===== src/rtl/muldiv_unit_if.sv =====
// muldiv_unit_if
// Groups the request, move and result signals of the iterative
// multiply/divide unit. clk and rst are not part of the bundle.
//   start    : launch an operation when the unit is idle
//   op       : 00 MULT, 01 MULTU, 10 DIV, 11 DIVU
//   rs_val   : multiplicand / dividend
//   rt_val   : multiplier / divisor
//   mthi     : write wr_data into HI (idle only)
//   mtlo     : write wr_data into LO (idle only)
//   wr_data  : data for mthi/mtlo
//   busy     : high while iterating
//   done     : one-cycle completion pulse
//   hi, lo   : HI/LO result registers
// master = requester side, slave = the unit.
interface muldiv_unit_if #(
    parameter int DATA_LENGTH = 32
);
    logic                   start;
    logic [1:0]             op;
    logic [DATA_LENGTH-1:0] rs_val;
    logic [DATA_LENGTH-1:0] rt_val;
    logic                   mthi;
    logic                   mtlo;
    logic [DATA_LENGTH-1:0] wr_data;
    logic                   busy;
    logic                   done;
    logic [DATA_LENGTH-1:0] hi;
    logic [DATA_LENGTH-1:0] lo;

    modport master (
        output start, op, rs_val, rt_val, mthi, mtlo, wr_data,
        input  busy, done, hi, lo
    );

    modport slave (
        input  start, op, rs_val, rt_val, mthi, mtlo, wr_data,
        output busy, done, hi, lo
    );
endinterface


===== src/rtl/muldiv_unit.sv =====
// muldiv_unit
// Iterative multiply/divide unit with HI/LO registers. One shift-add
// (multiply) or restoring shift-subtract (divide) step per clock for
// DATA_LENGTH cycles, operating on operand magnitudes with a sign fixup
// applied when the result is written.
// Ports:
//   clk : clock, all state updates on the rising edge
//   rst : asynchronous active-high reset
//   bus : muldiv_unit_if slave (start/op/rs_val/rt_val/mthi/mtlo/wr_data
//         in, busy/done/hi/lo out)
module muldiv_unit #(
    parameter int DATA_LENGTH = 32
) (
    input  logic         clk,
    input  logic         rst,
    muldiv_unit_if.slave bus
);
    localparam int N     = DATA_LENGTH;
    localparam int CNT_W = $clog2(N + 1);

    typedef enum logic [1:0] {
        IDLE = 2'd0,
        RUN  = 2'd1,
        DONE = 2'd2
    } state_t;

    state_t           state_q, state_d;
    logic             is_div_q, is_div_d;
    logic [CNT_W-1:0] cnt_q, cnt_d;
    // Multiply: acc = {partial product, remaining multiplier bits}.
    // Divide:   acc = {partial remainder, remaining dividend bits / quotient}.
    logic [2*N-1:0]   acc_q, acc_d;
    logic [N-1:0]     opb_q, opb_d;
    // neg_lo: negate the product (multiply) or the quotient (divide).
    // neg_hi: negate the remainder (divide only).
    logic             neg_lo_q, neg_lo_d;
    logic             neg_hi_q, neg_hi_d;
    logic [N-1:0]     hi_q, hi_d;
    logic [N-1:0]     lo_q, lo_d;

    // Operand preparation at launch
    logic             is_signed;
    logic             rs_neg, rt_neg;
    logic [N-1:0]     rs_mag, rt_mag;
    logic             div_zero;

    // One iteration step
    logic [N:0]       mul_sum;
    logic [2*N-1:0]   mul_step;
    logic [N:0]       div_shift;
    logic             div_ge;
    logic [N-1:0]     div_sub;
    logic [2*N-1:0]   div_step;
    logic [2*N-1:0]   step;

    // Final signed fixups
    logic [2*N-1:0]   mul_res;
    logic [N-1:0]     quo_res, rem_res;

    always_comb begin
        is_signed = ~bus.op[0];
        rs_neg    = is_signed & bus.rs_val[N-1];
        rt_neg    = is_signed & bus.rt_val[N-1];
        rs_mag    = rs_neg ? -bus.rs_val : bus.rs_val;
        rt_mag    = rt_neg ? -bus.rt_val : bus.rt_val;
        div_zero  = bus.op[1] && (bus.rt_val == '0);
    end

    always_comb begin
        mul_sum  = {1'b0, acc_q[2*N-1:N]} + (acc_q[0] ? {1'b0, opb_q} : '0);
        mul_step = {mul_sum, acc_q[N-1:1]};

        // Shift the next dividend bit into the remainder and try to subtract.
        // The true difference is below the divisor, so N bits hold it.
        div_shift = {acc_q[2*N-1:N], acc_q[N-1]};
        div_ge    = div_shift >= {1'b0, opb_q};
        div_sub   = div_shift[N-1:0] - opb_q;
        div_step  = div_ge ? {div_sub, acc_q[N-2:0], 1'b1}
                           : {div_shift[N-1:0], acc_q[N-2:0], 1'b0};

        step    = is_div_q ? div_step : mul_step;

        mul_res = neg_lo_q ? -step : step;
        quo_res = neg_lo_q ? -step[N-1:0] : step[N-1:0];
        rem_res = neg_hi_q ? -step[2*N-1:N] : step[2*N-1:N];
    end

    always_comb begin
        state_d  = state_q;
        is_div_d = is_div_q;
        cnt_d    = cnt_q;
        acc_d    = acc_q;
        opb_d    = opb_q;
        neg_lo_d = neg_lo_q;
        neg_hi_d = neg_hi_q;
        hi_d     = hi_q;
        lo_d     = lo_q;

        case (state_q)
            IDLE: begin
                if (bus.start) begin
                    // start has priority; a simultaneous move is dropped
                    state_d  = RUN;
                    is_div_d = bus.op[1];
                    cnt_d    = '0;
                    opb_d    = rt_mag;
                    if (bus.op[1]) begin
                        // With a zero divisor the raw dividend is iterated
                        // and no fixup applied: restoring division by zero
                        // naturally leaves quotient = all ones and
                        // remainder = dividend.
                        acc_d    = {{N{1'b0}}, div_zero ? bus.rs_val : rs_mag};
                        neg_lo_d = ~div_zero & (rs_neg ^ rt_neg);
                        neg_hi_d = ~div_zero & rs_neg;
                    end else begin
                        acc_d    = {{N{1'b0}}, rs_mag};
                        neg_lo_d = rs_neg ^ rt_neg;
                        neg_hi_d = 1'b0;
                    end
                end else begin
                    if (bus.mthi) begin
                        hi_d = bus.wr_data;
                    end
                    if (bus.mtlo) begin
                        lo_d = bus.wr_data;
                    end
                end
            end
            RUN: begin
                acc_d = step;
                cnt_d = cnt_q + CNT_W'(1);
                if (cnt_q == CNT_W'(N - 1)) begin
                    state_d = DONE;
                    if (is_div_q) begin
                        hi_d = rem_res;
                        lo_d = quo_res;
                    end else begin
                        hi_d = mul_res[2*N-1:N];
                        lo_d = mul_res[N-1:0];
                    end
                end
            end
            DONE: begin
                state_d = IDLE;
            end
            default: begin
                state_d = IDLE;
            end
        endcase
    end

    always_ff @(posedge clk or posedge rst) begin
        if (rst) begin
            state_q  <= IDLE;
            is_div_q <= 1'b0;
            cnt_q    <= '0;
            acc_q    <= '0;
            opb_q    <= '0;
            neg_lo_q <= 1'b0;
            neg_hi_q <= 1'b0;
            hi_q     <= '0;
            lo_q     <= '0;
        end else begin
            state_q  <= state_d;
            is_div_q <= is_div_d;
            cnt_q    <= cnt_d;
            acc_q    <= acc_d;
            opb_q    <= opb_d;
            neg_lo_q <= neg_lo_d;
            neg_hi_q <= neg_hi_d;
            hi_q     <= hi_d;
            lo_q     <= lo_d;
        end
    end

    assign bus.busy = (state_q == RUN);
    assign bus.done = (state_q == DONE);
    assign bus.hi   = hi_q;
    assign bus.lo   = lo_q;
endmodule


===== src/flat_wrapper.sv =====
// flat-port wrapper written by rule: the top's interface ports become plain ports
module muldiv_unit_flat 
#(
    parameter int DATA_LENGTH = 32
)
  (clk, rst, bus_start, bus_op, bus_rs_val, bus_rt_val, bus_mthi, bus_mtlo, bus_wr_data, bus_busy, bus_done, bus_hi, bus_lo);
  muldiv_unit_if #(.DATA_LENGTH(DATA_LENGTH)) bus_i ();
  input  logic clk;
  input  logic rst;
  input wire logic [$bits(bus_i.start)-1:0] bus_start;
  input wire logic [$bits(bus_i.op)-1:0] bus_op;
  input wire logic [$bits(bus_i.rs_val)-1:0] bus_rs_val;
  input wire logic [$bits(bus_i.rt_val)-1:0] bus_rt_val;
  input wire logic [$bits(bus_i.mthi)-1:0] bus_mthi;
  input wire logic [$bits(bus_i.mtlo)-1:0] bus_mtlo;
  input wire logic [$bits(bus_i.wr_data)-1:0] bus_wr_data;
  output wire logic [$bits(bus_i.busy)-1:0] bus_busy;
  output wire logic [$bits(bus_i.done)-1:0] bus_done;
  output wire logic [$bits(bus_i.hi)-1:0] bus_hi;
  output wire logic [$bits(bus_i.lo)-1:0] bus_lo;
  assign bus_i.start = bus_start;
  assign bus_i.op = bus_op;
  assign bus_i.rs_val = bus_rs_val;
  assign bus_i.rt_val = bus_rt_val;
  assign bus_i.mthi = bus_mthi;
  assign bus_i.mtlo = bus_mtlo;
  assign bus_i.wr_data = bus_wr_data;
  assign bus_busy = bus_i.busy;
  assign bus_done = bus_i.done;
  assign bus_hi = bus_i.hi;
  assign bus_lo = bus_i.lo;
  muldiv_unit #(.DATA_LENGTH(DATA_LENGTH)) u_core (.clk(clk), .rst(rst), .bus(bus_i));
endmodule

===== config.mk =====
export PLATFORM = sky130hd
export DESIGN_NAME = muldiv_unit_flat
export DESIGN_NICKNAME = d
export VERILOG_FILES = /design/src/rtl/muldiv_unit_if.sv /design/src/rtl/muldiv_unit.sv /design/src/flat_wrapper.sv
export SDC_FILE = /design/constraint.sdc
export NUM_CORES = 1
export LEC_CHECK = 0
export CAP_MARGIN = 10
export CELL_PAD_IN_SITES_DETAIL_PLACEMENT = 0
export CELL_PAD_IN_SITES_GLOBAL_PLACEMENT = 1
export CORE_ASPECT_RATIO = 0.9
export CORE_MARGIN = 2
export CORE_UTILIZATION = 43
export CTS_CLUSTER_SIZE = 16
export DETAILED_ROUTE_END_ITERATION = 10
export PLACE_DENSITY = 0.82
export SLEW_MARGIN = 20
export SYNTH_ARGS = -nofsm -noshare
export SYNTH_HDL_FRONTEND = slang
export SYNTH_SLANG_ARGS = --single-unit

===== constraint.sdc =====
create_clock -name clk -period 7.93 [get_ports clk]
set_clock_uncertainty 0.15 [all_clocks]
set_input_delay 1.586 -clock clk [delete_from_list [all_inputs] [get_ports clk]]
set_output_delay 1.586 -clock clk [all_outputs]
set_load 0.01 [all_outputs]

==> flow_summary.ini, run 1 <==
[status]
status = finished clean

[drt]
first_iter_violations = 1422
wl_per_cell_um = 22.1
wl_um = 56300
dr.pass1.iters = 5
antenna_left = 0
vias = 15450
drc = 0
via_per_inst = 6.08

[clocking]
cts_made_buffers = 17
root_buffer = clkbuf_16
post-cts-setup-buffer-count = 0
clk_latency_ns = 0.46
cts.path.max_buffers = 2
ctsResizeCount = 0
cts.sinks = 171
hold_buffers = 0
clk_pin_slew_worst_paths_ns = 0.08
htreeDepth = 4
cts_tree = yes

[worst_setup_path]
critPathTopFamily = compound AO/OA/AOI/OAI gates
critical_path_class = reg2reg
crit_fanout = 13
crit_chain = inv_1 > ha_1 > a21oi_1 > o21ai_1 > a2111oi_2 > a32oi_1 > buf_4 > nor2_2 > nand2_1 > o21ai_0 > ha_1 > o211ai_1 > or4_1 > nor4_1 > nor2b_1 > nand2b_1 > o21ai_1 > buf_4 > nand2_1 > o31ai_1 > xor2_1 > nor2_1 > a21oi_1 > o21ai_1
crit_buf_inv = 3
cp_common_cell = o21ai_1
crit_arrival_ns = 6.39
cp-start-kind = flip-flop
end_kind = flip-flop
crit_required_ns = 8.13
max_stage_delay_ns = 0.63
cpMaxStageDelayCell = a2111oi_2

[grt]
antenna_found_initial = 1
grt_pass1_wl_um = 86700
grt_util_all_layers_pct = 30.7
grt_max_degree = 85
grt_pass1_vias = 14374
grt.overflow.total = 0

[layout]
fin_nets = 2234
area_growth_pct = 17.3
multiInputGateArea_um2 = 10100
seq_area_um2 = 4280
final_layout_size_suffix_gt1_share_pct = 5.02
fill_cells = 3532

[yosys]
synth_nets = 2138
syn_avg_cell_area_um2 = 7.67
ys.flop_type = dfrtp_1
synth_seq_cells = 171
yosys.area.top_type = dfrtp_1
synth_edf_count = 0
yosysWarningCount = 0
netlist_top_cells_area = dfrtp_1, nand2_1, o21ai_0
seq_area_frac_synth_pct = 28.4
synth.most_common_cell = nand2_1
synth_cell_type_count = 90
netlist_area_um2 = 15100
async_flop_share_pct = 100
synthTopCellsByCount = nand2_1, o21ai_0, dfrtp_1
synthCells = 1964
synth_top_area_share_pct = 28.4

[sta]
max_freq_mhz = 162
period_share_pct = 78.1
period_needed_ns = 6.19
worst_pin_slew_ns = 1.15
finalSetupViolCount = 0
finalSetupTns_ns = 0
whs_ns = 0.339
relSlewSlack_pct = 23.0
drv_slew = 0
rsz0062_at_grt = false
finalHoldViolCount = 0

[floorplan]
ios = 169
fp.dieArea_um2 = 36600
initial_core_util_pct = 43.3
rows = 65
die_w_um = 201
fp.dieH_um = 182
core_um2 = 34800

[power]
power_density_nw_per_um2 = 496
leakage_nw = 7.06
ir_worst_vdd_v = 0.000184

[placement]
dpl.hpwl_um = 43400
gp_congestion = 0.945
portBuffers = 168

[worst_hold_path]
holdCritPathClass = reg2reg

[run]
cap_violations = 0
-- power by group --
| part | switching (W) | internal [W] | leakage [nW] |
|---|---|---|---|
| clock | 0.000412 | 0.000471 | 0.281 |
| sequential | 0.000431 | 0.00125 | 2.00 |
| combinational | 0.00390 | 0.00231 | 4.78 |
-- logic make-up (layout without fill, tap and decap cells) --
group	Yosys count	count (layout)	synth area share, %
AND/OR/NAND/NOR	739	739	23.4
AO/OA/AOI/OAI	611	611	26.2
buffers and inverters	186	295	4.86
flip-flops	171	171	28.4
XOR/XNOR	145	145	8.43
adder cells (fa/ha/maj)	71	71	6.00
multiplexers	41	41	2.76
other	0	1	0
-- worst min-delay path: stages, from the launching register on --
cell and delay [ns]:
dfrtp_1 0.34, nand2_1 0.05, o221ai_1 0.06
-- flip-flops by register name, summed over array words and instances, names as in the netlist --
signal / cells
u_core.acc_q: 64
u_core.bus.hi: 32
u_core.bus.lo: 32
u_core.opb_q: 32
u_core.cnt_q: 6
u_core.state_q: 2
u_core.is_div_q: 1
u_core.neg_hi_q: 1
u_core.neg_lo_q: 1
-- cell type report --
type / instances / share of cell area (%)
multi-input combinational: 1607 / 57.0
timing repair buffer: 193 / 10.6
clock buffer: 18 / 2.43
inverter: 70 / 1.51
tap: 469 / 3.32
clock inverter: 14 / 0.899
sequential: 171 / 24.2
antenna: 1 / 0.0142
-- cell usage in the layout, fill, tap and decap left out, types with 37 or more instances in the layout --
master / n
o21ai_0: 184
and2_1: 42
inv_1: 68
nand2_1: 261
dfrtp_1: 170
clkdlybuf4s50_1: 168
o221ai_1: 37
xnor2_1: 78
nor3_1: 48
mux2i_1: 37
nand3_1: 84
nor2_1: 148
xor2_1: 67
a21oi_1: 136
ha_1: 69
a31oi_1: 52
-- metrics by stage --
step,instances,area (um2),utilization [%],power (W),setup slack (ns)
2_1_floorplan,1964,15100,-,0.00565,1.56
3_3_place_gp,2510,17100,49.1,0.00772,1.95
3_5_place_dp,2510,17100,49.1,0.00774,1.92
4_1_cts,2542,17700,50.8,0.00865,1.90
5_1_grt,2542,17700,50.8,0.00942,1.30
6_report,2543,17700,50.8,0.00877,1.74
-- final timing paths --
path	start	slack [ns]	depth (start not counted)	to
setup / recovery	u_core.opb_q[28]	1.74	24	u_core.bus.hi[4]
hold / removal	u_core.bus.hi[16]	0.34	2	u_core.bus.hi[16]
setup reg to reg	u_core.opb_q[28]	1.74	24	u_core.bus.hi[4]
hold reg to reg	u_core.bus.hi[16]	0.34	2	u_core.bus.hi[16]
max in group asynchronous	rst	4.87	3	u_core.acc_q[25]
min in group asynchronous	rst	1.49	2	u_core.bus.hi[15]
-- routing by layer --
metal / GRT usage [%] / wire (um) / vias up
li1: - / - / 7330
met1: 45.5 / 26900 / 7485
met2: 44.7 / 23800 / 581
met3: 7.23 / 4670 / 54
met4: 7.76 / 961 / 0
met5: 0 / 0 / -
(Power assumes the default switching activity.)
==> inputs of run 2 (changes only) <==
CORE_UTILIZATION = 39   (was 43)
PLACE_DENSITY = 0.79   (was 0.82)
clock period = 5 ns   (was 7.93 ns; I/O delays follow)
==> flow_summary.ini, run 2 (synthesis results as in run 1) <==
[layout]
fill_cells = 3671
area_growth_pct = 31.9
fin_nets = 2487
final_area_um2 = 19900
largest-register = u_core.acc_q
final_cell_mix = buf_4, nand2_1, o21ai_0, dfrtp_1, clkdlybuf4s50_1
layout_commonest_cell = buf_4
largest_reg_flops = 64
seq_area_um2 = 4280
final_layout_size_suffix_gt1_share_pct = 16.6
multiInputGateArea_um2 = 10300
diodes = 0

[run]
cap_violations = 0

[floorplan]
initial_core_util_pct = 39.4
fp.dieH_um = 190
ios = 169
core_um2 = 38200
rows = 68
fp.dieArea_um2 = 40200
die_w_um = 211

[grt]
grt_util_all_layers_pct = 30.7
grt_pass1_vias = 15691
grt_max_degree = 77
antenna_found_initial = 2
grt.overflow.total = 0
grt_pass1_wl_um = 93900

[worst_setup_path]
r2r_slack_ns = 0.15
r2r_end = u_core.bus.hi[31]
crit_required_ns = 5.20
crit_chain = clkbuf_4 > and2_1 > ha_1 > nand2_1 > o31a_1 > a21boi_0 > o21a_1 > o21ai_0 > a211oi_2 > o21bai_1 > a32oi_2 > and4bb_1 > and3_1 > a41oi_1 > and3_1 > or3_1
crit_buf_inv = 1
critical_path_class = reg2reg
critPathTopFamily = compound AO/OA/AOI/OAI gates
ff2ff_path_depth = 16
cpMaxStageDelayCell = dfrtp_2
crit_arrival_ns = 5.05
cp_common_cell = and3_1
reg2reg_from = u_core.acc_q[0]
cp-start-kind = flip-flop
end_kind = flip-flop
max_stage_delay_ns = 0.50
crit_fanout = 8

[drt]
drc = 0
vias = 16605
wl_um = 61300
dr.pass1.iters = 6
first_iter_violations = 1809
antenna_left = 0
wl_per_cell_um = 21.8
via_per_inst = 5.90

[power]
power_density_nw_per_um2 = 824
p_comb_share_pct = 75.7
ir_worst_vdd_v = 0.000378
sw_frac_of_total_pct = 50.9
seqPwrFrac_pct = 15.4
leakage_nw = 8.35
p_int_w = 0.00804
p_clk_share_pct = 8.9
p_sw_w = 0.00834

[worst_hold_path]
whs_path_depth = 1
hp-start = u_core.cnt_q[5]
whs_endpoint = u_core.cnt_q[5]
holdCritPathClass = reg2reg

[sta]
rsz0062_at_grt = false
worst_pin_slew_ns = 0.978
drv_slew = 0
max_freq_mhz = 206
period_needed_ns = 4.85
finalSetupViolCount = 0
finalHoldViolCount = 0
relSlewSlack_pct = 34.8
period_share_pct = 96.9
finalSetupTns_ns = 0

[clocking]
htreeDepth = 4
cts.sinks = 171
cts.path.max_buffers = 2
root_buffer = clkbuf_16
clk_latency_ns = 0.47
clk_pin_slew_worst_paths_ns = 0.08
cts_tree = yes
cts_made_buffers = 17
hold_buffers = 0

[placement]
gp_congestion = 0.956
portBuffers = 168
dpl.hpwl_um = 48600
post_dp_cell_area_um2 = 19000

[status]
status = finished clean
## run 2: cell count changes in the layout (fill, tap and decap cells not counted), moves of 3 or more
cell      previous run  this run
buf_4               25       275
ha_1                69        64
a21oi_2              4         7
o21ai_0            184       180
a21oi_1            136       133
nor4_4               0         3
ha_4                 0         3
inv_8                2         5
clkinv_8             0         3
o21ai_2              1         4
## run 2: routing by layer
layer | global-route usage, % | wire, um | vias to the layer above
li1 | - | - | 7848
met1 | 45.5 | 28700 | 7998
met2 | 46.0 | 26600 | 675
met3 | 4.86 | 4560 | 82
met4 | 8.50 | 1400 | 2
met5 | 0 | 13 | -
## run 2: worst register-to-register path, cell delays in order, from the launching register on
cell and delay [ns]:
dfrtp_2 0.50, clkbuf_4 0.22, and2_1 0.16, ha_1 0.40
nand2_1 0.13, o31a_1 0.33, a21boi_0 0.35, o21a_1 0.31
o21ai_0 0.20, a211oi_2 0.37, o21bai_1 0.17, a32oi_2 0.29
and4bb_1 0.25, and3_1 0.18, a41oi_1 0.13, and3_1 0.24
or3_1 0.34
## run 2: layout make-up
| class | count | share of cell area, % |
|---|---|---|
| multi-input combinational | 1607 | 51.8 |
| clock inverter | 15 | 0.976 |
| sequential | 171 | 21.6 |
| tap | 490 | 3.09 |
| clock buffer | 17 | 2.14 |
| inverter | 70 | 1.34 |
| timing repair buffer | 446 | 19.1 |
## run 2: repair_timing
item,in CTS,in global routing
pin swaps,3,13
resized for setup,11,31
setup endpoints to repair,15,39
setup buffers,0,3
## run 2: worst max path at each step
stage / startpoint / to / slack, ns / cells after the start
5_1_grt: u_core.acc_q[31] / u_core.bus.hi[31] / 0.003 / 18
2_1_floorplan: u_core.acc_q[37] / u_core.bus.hi[20] / 0.03 / 20
3_5_place_dp: u_core.opb_q[28] / u_core.bus.hi[24] / -0.23 / 22
3_3_place_gp: u_core.opb_q[28] / u_core.bus.hi[24] / -0.07 / 22
6_report: u_core.acc_q[0] / u_core.bus.hi[31] / 0.15 / 16
4_1_cts: u_core.opb_q[6] / u_core.bus.hi[24] / 0.00008 / 22
## run 2: power groups by stage
stage / Combinational [W] / Sequential (W) / Clock [W]
floorplan: 0.00646 / 0.00249 / 0
finish: 0.0124 / 0.00253 / 0.00145
global placement: 0.0118 / 0.00251 / 0
detailed placement: 0.0119 / 0.00252 / 0
CTS: 0.0120 / 0.00250 / 0.00148
global route: 0.0134 / 0.00259 / 0.00153
## run 2: stage by stage
stage          std cells  hold slack [ns]  total power [W]  utilization (%)  worst slack (ns)
5_1_grt             2816            0.376           0.0175             52.0           0.00273
4_1_cts             2813            0.331           0.0160             51.5         0.0000822
3_3_place_gp        2781            0.307           0.0143             49.8           -0.0656
2_1_floorplan       1964            0.286          0.00896                -            0.0321
3_5_place_dp        2781            0.314           0.0144             49.8            -0.234
6_report            2816            0.330           0.0164             52.0             0.154
